===== src/rtl/stream_cipher_pkg.sv =====
// Shared constants and LFSR step helper for the stream-cipher buffer.
package stream_cipher_pkg;

    localparam int unsigned LFSR_MAX_W = 32;
    localparam logic [15:0] TAPS_16      = 16'hB400;
    localparam logic [15:0] DEFAULT_SEED = 16'hACE1;

    // Galois, right-shifting; callers zero-extend narrower LFSRs and truncate the result.
    function automatic logic [LFSR_MAX_W-1:0] lfsr_step(
        input logic [LFSR_MAX_W-1:0] state,
        input logic [LFSR_MAX_W-1:0] taps
    );
        return (state >> 1) ^ (state[0] ? taps : {LFSR_MAX_W{1'b0}});
    endfunction

endpackage


===== src/rtl/stream_cipher_lfsr.sv =====
// Keystream generator: stored key, seed resolution (zero seed -> DEFAULT_SEED) and LFSR stepping.
module stream_cipher_lfsr
    import stream_cipher_pkg::*;
#(
    parameter int unsigned DATA_W = 8,
    parameter int unsigned LFSR_W = 16
) (
    input  logic              clk,
    input  logic              rst_n,
    input  logic              key_load_i,
    input  logic [LFSR_W-1:0] key_data_i,
    input  logic              clear_i,
    input  logic              step_i,
    output logic [DATA_W-1:0] ks_o
);

    localparam logic [LFSR_W-1:0] TAPS      = LFSR_W'(TAPS_16);
    localparam logic [LFSR_W-1:0] SEED_DFLT = LFSR_W'(DEFAULT_SEED);

    logic [LFSR_W-1:0] key_q;
    logic [LFSR_W-1:0] lfsr_q;
    logic [LFSR_W-1:0] seed_s;
    logic [LFSR_W-1:0] lfsr_next_s;

    assign seed_s      = (key_data_i == {LFSR_W{1'b0}}) ? SEED_DFLT : key_data_i;
    assign lfsr_next_s = LFSR_W'(lfsr_step(LFSR_MAX_W'(lfsr_q), LFSR_MAX_W'(TAPS)));
    assign ks_o        = lfsr_q[DATA_W-1:0];

    // Key register and LFSR state: load beats clear beats step.
    always_ff @(posedge clk or negedge rst_n) begin
        if (!rst_n) begin
            key_q  <= SEED_DFLT;
            lfsr_q <= SEED_DFLT;
        end else if (key_load_i) begin
            key_q  <= seed_s;
            lfsr_q <= seed_s;
        end else if (clear_i) begin
            lfsr_q <= key_q;
        end else if (step_i) begin
            lfsr_q <= lfsr_next_s;
        end
    end

endmodule


===== src/rtl/stream_cipher_buf.sv =====
// Stream-cipher circular buffer: chains LFSR keystream into ciphertext, stores {ct, mask} per entry.
// Define STREAM_CIPHER_OVERWRITE_EN to let accepts overwrite the oldest entry when full.
module stream_cipher_buf
    import stream_cipher_pkg::*;
#(
    parameter int unsigned DATA_W = 8,
    parameter int unsigned DEPTH  = 8,
    parameter int unsigned LFSR_W = 16
) (
    input  logic                     clk,
    input  logic                     rst_n,
    input  logic                     in_valid,
    output logic                     in_ready,
    input  logic [DATA_W-1:0]        in_data,
    input  logic                     key_load,
    input  logic [LFSR_W-1:0]        key_data,
    input  logic                     clear,
    input  logic                     view_ct,
    input  logic [$clog2(DEPTH)-1:0] rd_idx,
    output logic [DATA_W-1:0]        rd_data,
    output logic [$clog2(DEPTH):0]   count,
    output logic                     full,
    output logic                     empty
);

    localparam int unsigned AW = $clog2(DEPTH);
    localparam logic [AW:0] DEPTH_C = (AW+1)'(DEPTH);
`ifdef STREAM_CIPHER_OVERWRITE_EN
    localparam logic OVW_EN = 1'b1;
`else
    localparam logic OVW_EN = 1'b0;
`endif

    typedef struct packed {
        logic [DATA_W-1:0] ct;
        logic [DATA_W-1:0] mask;
    } entry_t;

    entry_t            mem_q [DEPTH];
    logic [AW-1:0]     wr_ptr_q;
    logic [AW-1:0]     rd_ptr_q;
    logic [AW:0]       count_q;
    logic [DATA_W-1:0] prev_ct_q;
    logic [DATA_W-1:0] rd_data_q;
    logic [DATA_W-1:0] rd_data_d;

    logic              full_s;
    logic              accept_s;
    logic [DATA_W-1:0] ks_s;
    logic [DATA_W-1:0] mask_s;
    logic [DATA_W-1:0] ct_s;
    logic [AW-1:0]     rd_e_s;
    entry_t            rd_entry_s;

    assign full_s   = (count_q == DEPTH_C);
    assign in_ready = !key_load && !clear && (!full_s || OVW_EN);
    assign accept_s = in_valid && in_ready;
    assign mask_s   = ks_s ^ prev_ct_q;
    assign ct_s     = in_data ^ mask_s;

    assign count   = count_q;
    assign full    = full_s;
    assign empty   = (count_q == {(AW+1){1'b0}});
    assign rd_data = rd_data_q;

    stream_cipher_lfsr #(
        .DATA_W (DATA_W),
        .LFSR_W (LFSR_W)
    ) u_lfsr (
        .clk        (clk),
        .rst_n      (rst_n),
        .key_load_i (key_load),
        .key_data_i (key_data),
        .clear_i    (clear),
        .step_i     (accept_s),
        .ks_o       (ks_s)
    );

    // Pointers, occupancy and chaining state; a full accept (overwrite) drops the oldest entry.
    always_ff @(posedge clk or negedge rst_n) begin
        if (!rst_n) begin
            wr_ptr_q  <= {AW{1'b0}};
            rd_ptr_q  <= {AW{1'b0}};
            count_q   <= {(AW+1){1'b0}};
            prev_ct_q <= {DATA_W{1'b0}};
        end else if (key_load || clear) begin
            wr_ptr_q  <= {AW{1'b0}};
            rd_ptr_q  <= {AW{1'b0}};
            count_q   <= {(AW+1){1'b0}};
            prev_ct_q <= {DATA_W{1'b0}};
        end else if (accept_s) begin
            wr_ptr_q  <= wr_ptr_q + AW'(1);
            prev_ct_q <= ct_s;
            if (full_s) begin
                rd_ptr_q <= rd_ptr_q + AW'(1);
            end else begin
                count_q  <= count_q + (AW+1)'(1);
            end
        end
    end

    // Entry storage; stale contents are hidden by count, so no reset is needed.
    always_ff @(posedge clk) begin
        if (accept_s) begin
            mem_q[wr_ptr_q] <= '{ct: ct_s, mask: mask_s};
        end
    end

    assign rd_e_s     = rd_ptr_q + rd_idx;
    assign rd_entry_s = mem_q[rd_e_s];

    // Read mux: out-of-range indices return zero, plaintext is recovered with the stored mask.
    always_comb begin
        rd_data_d = {DATA_W{1'b0}};
        if ({1'b0, rd_idx} >= count_q) begin
            rd_data_d = {DATA_W{1'b0}};
        end else if (view_ct) begin
            rd_data_d = rd_entry_s.ct;
        end else begin
            rd_data_d = rd_entry_s.ct ^ rd_entry_s.mask;
        end
    end

    // Registered read data.
    always_ff @(posedge clk or negedge rst_n) begin
        if (!rst_n) begin
            rd_data_q <= {DATA_W{1'b0}};
        end else begin
            rd_data_q <= rd_data_d;
        end
    end

endmodule


===== config.mk =====
export PLATFORM = sky130hd
export DESIGN_NAME = stream_cipher_buf
export DESIGN_NICKNAME = d
export VERILOG_FILES = /design/src/rtl/stream_cipher_pkg.sv /design/src/rtl/stream_cipher_lfsr.sv /design/src/rtl/stream_cipher_buf.sv
export SDC_FILE = /design/constraint.sdc
export NUM_CORES = 1
export LEC_CHECK = 0
export BUFFER_PORTS_ARGS = -buffer_cell sky130_fd_sc_hd__buf_2
export CAP_MARGIN = 20
export CELL_PAD_IN_SITES_DETAIL_PLACEMENT = 0
export CELL_PAD_IN_SITES_GLOBAL_PLACEMENT = 2
export CORE_UTILIZATION = 47
export CTS_BUF_LIST = sky130_fd_sc_hd__clkbuf_4
export DETAILED_ROUTE_END_ITERATION = 7
export PLACE_DENSITY_LB_ADDON = 0.25
export SYNTH_ARGS = -nofsm -noshare
export SYNTH_HDL_FRONTEND = slang
export SYNTH_SLANG_ARGS = --single-unit

===== constraint.sdc =====
create_clock -name clk -period 3.55 [get_ports clk]
set_input_delay 0.5325 -clock clk [delete_from_list [all_inputs] [get_ports clk]]
set_output_delay 0.5325 -clock clk [all_outputs]
set_load 0.005 [all_outputs]

==> flow_summary.yaml <==
outcome:
  status: "finished, final reports clean"
worst_setup_path:
  crit_path_max_fanout: 6
  crit_path_end_kind: "primary output"
  crit_required_ns: 3.02
  worstPathArrival_ns: 2.02
  start_kind: "flip-flop"
  criticalPathCategory: "flip-flop to primary output"
clock_network:
  cts_buffers: 17
  cts_htree_levels: 4
  cts_tree: "yes"
  cts_buffer_depth: 2
  clkSinkCount: 186
  clockRootBuffer: "clkbuf_4"
  clkLatencyLatePin_ns: 0.56
  clk_pin_slew_ns: 0.14
  cts_resized: 0
logic_synthesis:
  synth_top_family_by_area: "multiplexers"
  synth-simple-area-share: 0.0497
  synth_top_area_frac: 0.485
  synth-xor-area-share: 0.0314
  synth_compound_area_frac: 0.0702
  yosysTopAreaCell: "edfxtp_1"
  synthArstFlopShare: 0.312
  synth-seq-cells: 186
  synth_edf_count: 128
  ys_warn_count: 0
  synth_area_mm2: 0.00793
  synth_mux_area_frac: 0.141
  postSynthCellCount: 480
  avgSynthCellArea_um2: 16.5
  synthAdderAreaFrac: 0.0136
  synth_cell_types: 46
  yosys-top-cells-area: "edfxtp_1, dfrtp_1, mux4_1"
  ys_seq_area_frac: 0.670
  syn_nets: 521
  ys.flop_type: "edfxtp_1"
timing:
  finalSetupViolCount: 0
  min_period_ns: 2.55
  slew_headroom: 0.492
  setup_tns_ns: 0
  worst_slew_pin_slew_ns: 0.760
  maxSlewViolCount: 0
  rsz0062_at_grt: "no"
  fin_skew_ns: 0.0180
  fmax_mhz: 392
  setup_ws_ns: 0.997
  post-route-period-util: 0.719
  finalHoldViolCount: 0
layout:
  area_growth_pct: 11.0
  instances_no_fill: 777
  drive_gt1_frac: 0.287
  final_common_cell: "edfxtp_1"
  nFillCells: 1369
  diodes: 0
  seqCellArea_mm2: 0.00532
  final_cell_mix: "edfxtp_1, buf_2, dfrtp_1"
  multi_input_area_mm2: 0.00245
  final_nets: 585
die:
  start_util: 0.480
  die_h_um: 132
  rows: 47
  core_mm2: 0.0165
  ios: 48
  die_w_um: 132
  fp.dieArea_mm2: 0.0174
drt:
  drt_iter0_markers: 339
  drc: 0
  ant_nets: 0
  route.vias.total: 4464
  routed_wl_um: 16400
  drt_pass1_iterations: 4
  viasPerCell: 5.75
  wl_per_cell_um: 21.1
flow_run:
  maxCapViolCount: 0
placement:
  gp_congestion: 0.738
  hpwl_um: 10300
  port_buffers: 47
  dp.cells: 744
  pre_cts_slack_ns: 0.883
grt:
  antenna_found_initial: 0
  grt_pass1_wl_um: 25700
  grt_max_degree: 44
  grt_usage: 0.201
  grt_pass1_vias: 4449
  gr-total-overflow: 0
power:
  leakage_nw: 3.26
  p_per_area_mw_per_mm2: 460
  ir_drop_uv: 248
hold_path:
  hold_path.class: "primary input to flip-flop"
## cell type report
type	count	share of cell area
inverter	12	0.00512
multi-input combinational	258	0.279
clock inverter	13	0.0146
timing repair buffer	69	0.0500
tap	220	0.0313
sequential	186	0.604
clock buffer	19	0.0162
## critical path, stage by stage (launching register included)
cell and delay, ns:
dfrtp_1 0.45, inv_1 0.10, ha_1 0.22, nand3b_1 0.25, inv_1 0.11, nor2_1 0.19, buf_2 0.15
## path summary, 6_finish.rpt
check	startpoint	to	slack (ns)	depth (start not counted)
min in group asynchronous	rst_n	u_lfsr.lfsr_q[2]	0.40	2
setup / recovery	count[0]	in_ready	1.0	6
hold reg to reg	u_lfsr.lfsr_q[15]	u_lfsr.lfsr_q[15]	0.48	2
max in group asynchronous	rst_n	rd_data[0]	2.37	4
hold / removal	key_data[5]	u_lfsr.key_q[5]	0.22	2
setup reg to reg	rd_ptr_q[0]	rd_data[5]	1.13	8
## stage by stage
stage / utilization / instance area, um^2 / total power [W] / hold WS, ns
finish: 0.533 / 8800 / 0.00405 / 0.220
global route: 0.533 / 8800 / 0.00422 / 0.160
CTS: 0.533 / 8800 / 0.00410 / 0.184
detailed placement: 0.516 / 8520 / 0.00300 / 0.467
global placement: 0.514 / 8500 / 0.00298 / 0.457
floorplan: - / 7930 / 0.00283 / 0.237
## synthesized netlist by cell type (all sizes together), types with 16 or more instances
cell type  count
nor2          21
mux4          32
dfrtp         42
nand2         21
o21ai         21
edfxtp       128
buf           16
xor2          20
nand3         18
dfstp         16
mux2          22
a21oi         16
## power by group
part	switching [W]	total, W	leakage (nW)	internal (W)
registers	0.0000471	0.00253	1.87	0.00248
logic	0.000255	0.000423	1.26	0.000168
clock network	0.000677	0.00110	0.133	0.000424
## per-layer routing
layer | track usage | routed length (um) | part of all wire
met5 | 0 | 0 | 0
met4 | 0.0575 | 204 | 0.012
met3 | 0.0500 | 855 | 0.052
met2 | 0.320 | 8040 | 0.49
met1 | 0.277 | 7320 | 0.45
## registers in the layout, indices dropped and copies added, names as in the netlist
signal and flops:
rd_ptr_q 3, count 4, u_lfsr.key_q 16, u_lfsr.lfsr_q 16
rd_data 8, mem_q 128, prev_ct_q 8, wr_ptr_q 3
## cell families after synthesis
kind of cell    count (synthesis)
compound gates                 81
xor+xnor                       25
fa+ha+maj                       8
buf+inv                        36
flops                         186
mux                            62
simple gates                   82
## timing repair
item	in CTS	in global routing
endpoints found under the hold margin	13	0
buffers inserted	0	0
hold buffers	1	0
Note: power is estimated with default switching activity, not from simulation.
